`config.mk`:
```
export PLATFORM = sky130hd
export DESIGN_NAME = alu_result_stage
export DESIGN_NICKNAME = d
export VERILOG_FILES = /design/src/rtl/alu_result_stage.sv
export SDC_FILE = /design/constraint.sdc
export NUM_CORES = 1
export LEC_CHECK = 0
export CAP_MARGIN = 20
export CORE_MARGIN = 8
export CORE_UTILIZATION = 35
export DETAILED_ROUTE_END_ITERATION = 10
export HOLD_SLACK_MARGIN = 0.06
export PLACE_DENSITY = 0.63
export RECOVER_POWER = 25
export SLEW_MARGIN = 20
export SYNTH_ARGS = -nofsm -noshare
export SYNTH_HDL_FRONTEND = slang
export SYNTH_SLANG_ARGS = --single-unit
```
`constraint.sdc`:
```
create_clock -name clk -period 3.6 [get_ports clk]
set_clock_uncertainty 0.1 [all_clocks]
set_input_delay 0.9 -clock clk [delete_from_list [all_inputs] [get_ports clk]]
set_output_delay 0.9 -clock clk [all_outputs]
set_load 0.01 [all_outputs]
```
`src/rtl/alu_result_stage.sv`:
```
// alu_result_stage
//   Two-entry in-order output buffer behind the ALU logic units. Each
//   accepted result is stored together with its opcode and a flag nibble
//   computed at capture time, and is presented downstream with a
//   valid/ready handshake. A saturating counter tracks delivered results.
//
// Ports
//   clk         rising-edge clock for all state
//   rst         synchronous active-high reset
//   in_valid    upstream presents a result
//   in_ready    stage can accept a result (registered state only)
//   in_result   result value from the producing unit
//   in_opcode   opcode that produced in_result
//   in_carry    carry-out from the producing unit
//   out_valid   head entry is presented downstream
//   out_ready   downstream consumes the head entry
//   out_result  head entry result
//   out_opcode  head entry opcode
//   out_flags   head entry flags {carry, negative, zero, parity}
//   done_count  results delivered since reset, saturating at 255
//
// state | meaning
// ------+-------------------------------------------
// EMPTY | no entries buffered, out_valid low
// ONE   | head entry valid, tail slot free
// FULL  | head and tail valid, in_ready low

module alu_result_stage #(
    parameter int WIDTH = 16
) (
    input  logic             clk,
    input  logic             rst,
    input  logic             in_valid,
    output logic             in_ready,
    input  logic [WIDTH-1:0] in_result,
    input  logic [3:0]       in_opcode,
    input  logic             in_carry,
    output logic             out_valid,
    input  logic             out_ready,
    output logic [WIDTH-1:0] out_result,
    output logic [3:0]       out_opcode,
    output logic [3:0]       out_flags,
    output logic [7:0]       done_count
);

    typedef enum logic [1:0] {
        EMPTY = 2'd0,
        ONE   = 2'd1,
        FULL  = 2'd2
    } state_t;

    localparam int ENTRY_W = WIDTH + 8;

    state_t               state;
    state_t               state_next;
    logic [ENTRY_W-1:0]   head_q;
    logic [ENTRY_W-1:0]   tail_q;
    logic [ENTRY_W-1:0]   new_entry;
    logic [3:0]           new_flags;
    logic                 in_fire;
    logic                 out_fire;
    logic                 load_head_new;
    logic                 load_tail_new;
    logic                 head_from_tail;

    // Flags are frozen with the entry so they always match the stored data.
    assign new_flags = {in_carry, in_result[WIDTH-1], ~|in_result, ^in_result};
    assign new_entry = {in_opcode, new_flags, in_result};

    // Handshake qualifiers come from the registered state only.
    assign in_ready  = (state != FULL);
    assign out_valid = (state != EMPTY);
    assign in_fire   = in_valid & in_ready;
    assign out_fire  = out_valid & out_ready;

    always_comb begin
        state_next     = state;
        load_head_new  = 1'b0;
        load_tail_new  = 1'b0;
        head_from_tail = 1'b0;
        case (state)
            EMPTY: begin
                if (in_fire) begin
                    state_next    = ONE;
                    load_head_new = 1'b1;
                end
            end
            ONE: begin
                if (in_fire && out_fire) begin
                    // Head leaves and the new result replaces it: no bubble.
                    state_next    = ONE;
                    load_head_new = 1'b1;
                end else if (in_fire) begin
                    state_next    = FULL;
                    load_tail_new = 1'b1;
                end else if (out_fire) begin
                    state_next    = EMPTY;
                end
            end
            FULL: begin
                if (out_fire) begin
                    state_next     = ONE;
                    head_from_tail = 1'b1;
                end
            end
            default: begin
                state_next = EMPTY;
            end
        endcase
    end

    always_ff @(posedge clk) begin
        if (rst) begin
            state <= EMPTY;
        end else begin
            state <= state_next;
        end
    end

    always_ff @(posedge clk) begin
        if (rst) begin
            head_q <= '0;
            tail_q <= '0;
        end else begin
            if (load_head_new) begin
                head_q <= new_entry;
            end else if (head_from_tail) begin
                head_q <= tail_q;
            end
            if (load_tail_new) begin
                tail_q <= new_entry;
            end
        end
    end

    always_ff @(posedge clk) begin
        if (rst) begin
            done_count <= 8'd0;
        end else if (out_fire && (done_count != 8'hFF)) begin
            done_count <= done_count + 8'd1;
        end
    end

    assign out_result = head_q[WIDTH-1:0];
    assign out_flags  = head_q[WIDTH+3:WIDTH];
    assign out_opcode = head_q[WIDTH+7:WIDTH+4];

endmodule

```
# Word-level counts from Yosys, hierarchy flattened
# Cells that the tools add are included.
# W data, S select, Z words.
# op_classes
n_reduce_logical,9
addsub,1
eq_ne,7
n_mux,15
n_bitwise,2
# op_table
op,count
$mux W24,2
$reduce_or A16 Y1,1
$reduce_xor A16 Y1,1
$mux W2,5
$add A8 B1 Y8 const B,1
$ne A8 B8 Y1 const B,1
$mux W1,6
$ne A2 B2 Y1 const B,3
$pmux W2 S3,1
$ne A4 B4 Y1 const B,1
$reduce_bool A2 Y1,2
$reduce_and A3 Y1,1
$and A1 B1 Y1,2
$eq A2 B1 Y1 const B,1
$eq A2 B2 Y1 const B,1
$logic_and A1 B1 Y1,2
$logic_not A2 Y1,1
$pmux W1 S2,1
$logic_not A1 Y1,1
# totals
input_bits,25
word_cells,38
reg_bits,58

# Longest topological paths before layout
# depth
word_depth,6
depth_mapped,6
depth_no_buf,6

# Least setup slack after synthesis
# Ideal clock, no wire load.
# synth_path
path_kind,input -> register
from,input in_result[4]
to,register tail_q[16]
setup_slack_ps,1575
cell_stages,6
n_path_buf,0
t_arrival_ps,1839
setup_time_ps,86
required_time_ps,3414
cell_sequence,inv_1 ha_1 xnor2_1 xnor2_1 xnor2_1 a211oi_1
# synth_via
elab_chain_len,1
# synth_lines
item,line,rtl
"start, declared",35,"input logic [WIDTH-1:0] in_result,"
$reduce_xor A16 Y1,67,"assign new_flags = {in_carry, in_result[WIDTH-1], ~|in_result, ^in_result};"
"end signal, assigned",131,tail_q <= new_entry;
"end, declared",57,logic [ENTRY_W-1:0] tail_q;
# No other way between the ends.
# A chain may end at the register's enable or synchronous reset.

# Worst setup path after layout
# layout_path
from,input out_ready
to,register head_q[18]
# layout_via
elab_chain_len,5
elab_cells_between_ends,8
# layout_lines
item,line,rtl
"start, declared",39,"input logic out_ready,"
$and A1 B1 Y1 *,74,assign out_fire = out_valid & out_ready;
$logic_and A1 B1 Y1,89,if (in_fire && out_fire) begin
$mux W1,89,
$pmux W1 S2,81,case (state)
$mux W24 or $reduce_bool A2 Y1 (tied branches),--,
"end signal, assigned",126,head_q <= new_entry;
"end signal, assigned",128,head_q <= tail_q;
"end, declared",56,logic [ENTRY_W-1:0] head_q;
# Every way passes the cells marked *; elsewhere a longest branch is shown, timed or not.

==> results_dict.tcl <==
set metrics [dict create \
    grt_use_met1_pct 14.4 \
    utilization_pct 46.8 \
    num_antenna_cells 0 \
    synth_edf_count 0 \
    wl_per_cell_um 13.2 \
    status "finished, final reports clean" \
    die_area_um2 9910 \
    clkLatencyLatePin_ps 310 \
    use_met2_pct 19.4 \
    worst_pin_slew_ps 1090 \
    ys_seq_area_share_pct 45.9 \
    async_flop_share_pct 0 \
    fmax_ghz 0.345 \
    drive_gt1_share_pct 4.83 \
    placed_cell_area_um2 3100 \
    die_w_um 99.6 \
    whs_ps 357 \
    crit_required_ps 3700 \
    grt_antenna_before_repair 0 \
    area_delta_synth_final_pct 30.1 \
    cap_viol_max_count 0 \
    max_slew_margin_pct 27.4 \
    yosys_warnings 0 \
    critPathArrivalTime_ps 3000 \
    clk_pin_slew_ps 100 \
    nets 385 \
    p_switching_uw 334 \
    comb_power_share_pct 18.1 \
    critPathCaptureType "register" \
    rows 30 \
    syn_inst 299 \
    synth_area_um2 2440 \
    die_h_um 99.6 \
    critPathBufInv 2 \
    dpl.cell_count 440 \
    hold_end "head_q[13]" \
    r2r_slack_ps 1430 \
    drtIter0Drc 82 \
    core_area_um2 6790 \
    hold_viol_final 0 \
    vias_per_cell 4.77 \
    vias 2135 \
    crit_slowest_cell "clkbuf_1" \
    finish.instance_area_um2 3180 \
    path_delay_family "buffers and inverters" \
    critPathKind "input pin to register" \
    hp-class "register to register" \
    hold_buffers 0 \
    critPathMaxFanout 23 \
    finalSetupTns_ps 0 \
    synth-main-ff-cell "dfxtp_1" \
    reg2reg_to "head_q[18]" \
    rsz0062_at_grt "no" \
    cts_tree "yes" \
    grt_pass1_vias 2116 \
    dr.pass1.iters 6 \
    drcViolationCount 0 \
    setup_viol 0 \
    pin_count 59 \
    internal_power_uw 902 \
    finalCritPeriodShare_pct 80.6 \
    syn_area_per_cell_um2 8.17 \
    port_buffers 58 \
    synth-seq-cells 56 \
    syn-num-nets 333 \
    cts_sinks 56 \
    p_leak_uw 0.00116 \
    htree_levels 2 \
    wirelength_mm 5.90 \
    slew_violations 0 \
    power_density_nw_per_um2 389 \
    grt_pass1_wl_mm 9.91 \
    grt_max_degree 46 \
    swShare_pct 27.0 \
    grt_overflow_total 0 \
    pwr-share-seq_pct 53.8 \
    min_from "head_q[13]" \
    cts_resized 0 \
    root_buffer "clkbuf_8" \
    routabilityCongestion 0.780 \
    track_usage_pct 12.2 \
    clock_path_buffers 2 \
    antenna_left 0 \
    start_util_pct 36.0 \
    numCtsBuffers 5 \
    hold_depth 2 \
    clockPowerShare_pct 28.1 \
    use_met3_pct 5.45 \
    crit_path_start_kind "input pin" \
    busiest_layer "met2" \
    dp_hpwl_mm 4.13 \
    ys_types 35 \
    fin_crit_ps 2900 \
    ir_drop_mv 0.138 \
    post_cts_buffers 0 \
    cp_cell_sequence "dlygate4sd3_1, nor2b_1, nor2_2, clkbuf_1, nor3_1, a2111oi_0" \
    reg2reg_depth 5 \
    max_stage_delay_ps 810 \
    reg2reg_from "state[1]" \
    final_cells 448 \
]
[stage by stage]
step / setup slack (ps) / total power [uW]
after CTS: 1110 / 1260
final: 698 / 1240
after global routing: 506 / 1310
after floorplan: 1580 / 804
after detailed placement: 771 / 910
after global placement: 853 / 908
[worst max-delay path by stage]
| stage | start | endpoint | slack (ps) | depth (start not counted) |
|---|---|---|---|---|
| 3_3_place_gp | out_ready | tail_q[23] | 850 | 5 |
| 2_1_floorplan | in_result[4] | tail_q[16] | 1580 | 6 |
| 6_report | out_ready | head_q[18] | 700 | 6 |
| 5_1_grt | out_ready | head_q[17] | 510 | 6 |
| 3_5_place_dp | out_ready | tail_q[18] | 770 | 5 |
| 4_1_cts | state[1] | out_valid | 1110 | 2 |
[layer usage]
layer  part of all wire (%)  vias to the layer above
met5                      0                        -
met4                   0.98                        0
met3                    7.7                        5
met2                     45                       46
met1                     46                      971
li1                       -                     1113
[cells by family after synthesis]
kind of cell / count (synthesis) / share of synthesized area (%)
flops: 56 / 45.9
simple gates: 102 / 18.3
buf+inv: 37 / 6.14
fa+ha+maj: 9 / 4.61
compound gates: 83 / 20.7
mux: 1 / 0.410
xor+xnor: 11 / 3.94
[synth_stat cells (all sizes together) (2+ instances only)]
master,number,area share [%]
nand4,2,0.51
or3,2,0.51
a211oi,2,0.61
clkbuf,11,1.7
a21oi,50,10
a22oi,21,6.5
dfxtp,56,46
buf,7,1.5
o21ai,2,0.56
nand2,70,11
nor2b,2,0.51
or2,2,0.51
a2111oi,3,1.3
nor3,2,0.41
inv,19,2.9
nand2b,3,0.77
nor2,10,1.6
o31ai,2,0.61
xnor2,11,3.9
ha,9,4.6
or4,2,0.61
nand3,2,0.41
[tightest hold or removal path, cell delays in order (launching register included)]
cell and delay [ps]:
dfxtp_1 320, nand2_1 50, a21oi_1 50
[power groups by stage]
stage          clock (uW)  combinational, uW  sequential (uW)
6_report              347                223              665
5_1_grt               391                248              670
4_1_cts               360                231              666
3_5_place_dp            0                230              680
3_3_place_gp            0                228              680
2_1_floorplan           0                117              687
[registers in the layout, summed over array words and instances, names as in the netlist]
| signal | flops |
|---|---|
| state | 2 |
| head_q | 23 |
| done_count | 8 |
| tail_q | 23 |
[cell usage in the layout, fill, tap and decap left out, types with 9 or more instances in the layout]
master | Yosys | final
nor2_1 | 9 | 9
xnor2_1 | 11 | 11
dlygate4sd3_1 | 0 | 11
a22oi_1 | 21 | 21
clkdlybuf4s50_1 | 0 | 46
inv_1 | 19 | 19
dfxtp_1 | 56 | 56
nand2_1 | 70 | 70
ha_1 | 9 | 9
a21oi_1 | 50 | 49
[area by class of cell]
class,instances,area [um2]
Timing Repair Buffer,63,609
Clock inverter,3,21.3
Sequential cell,56,1120
Inverter,19,71.3
Tap cell,96,120
Multi-Input combinational cell,206,1170
Fill cell,700,3620
Clock buffer,5,68.8
Note: power is estimated with default switching activity, not from simulation.
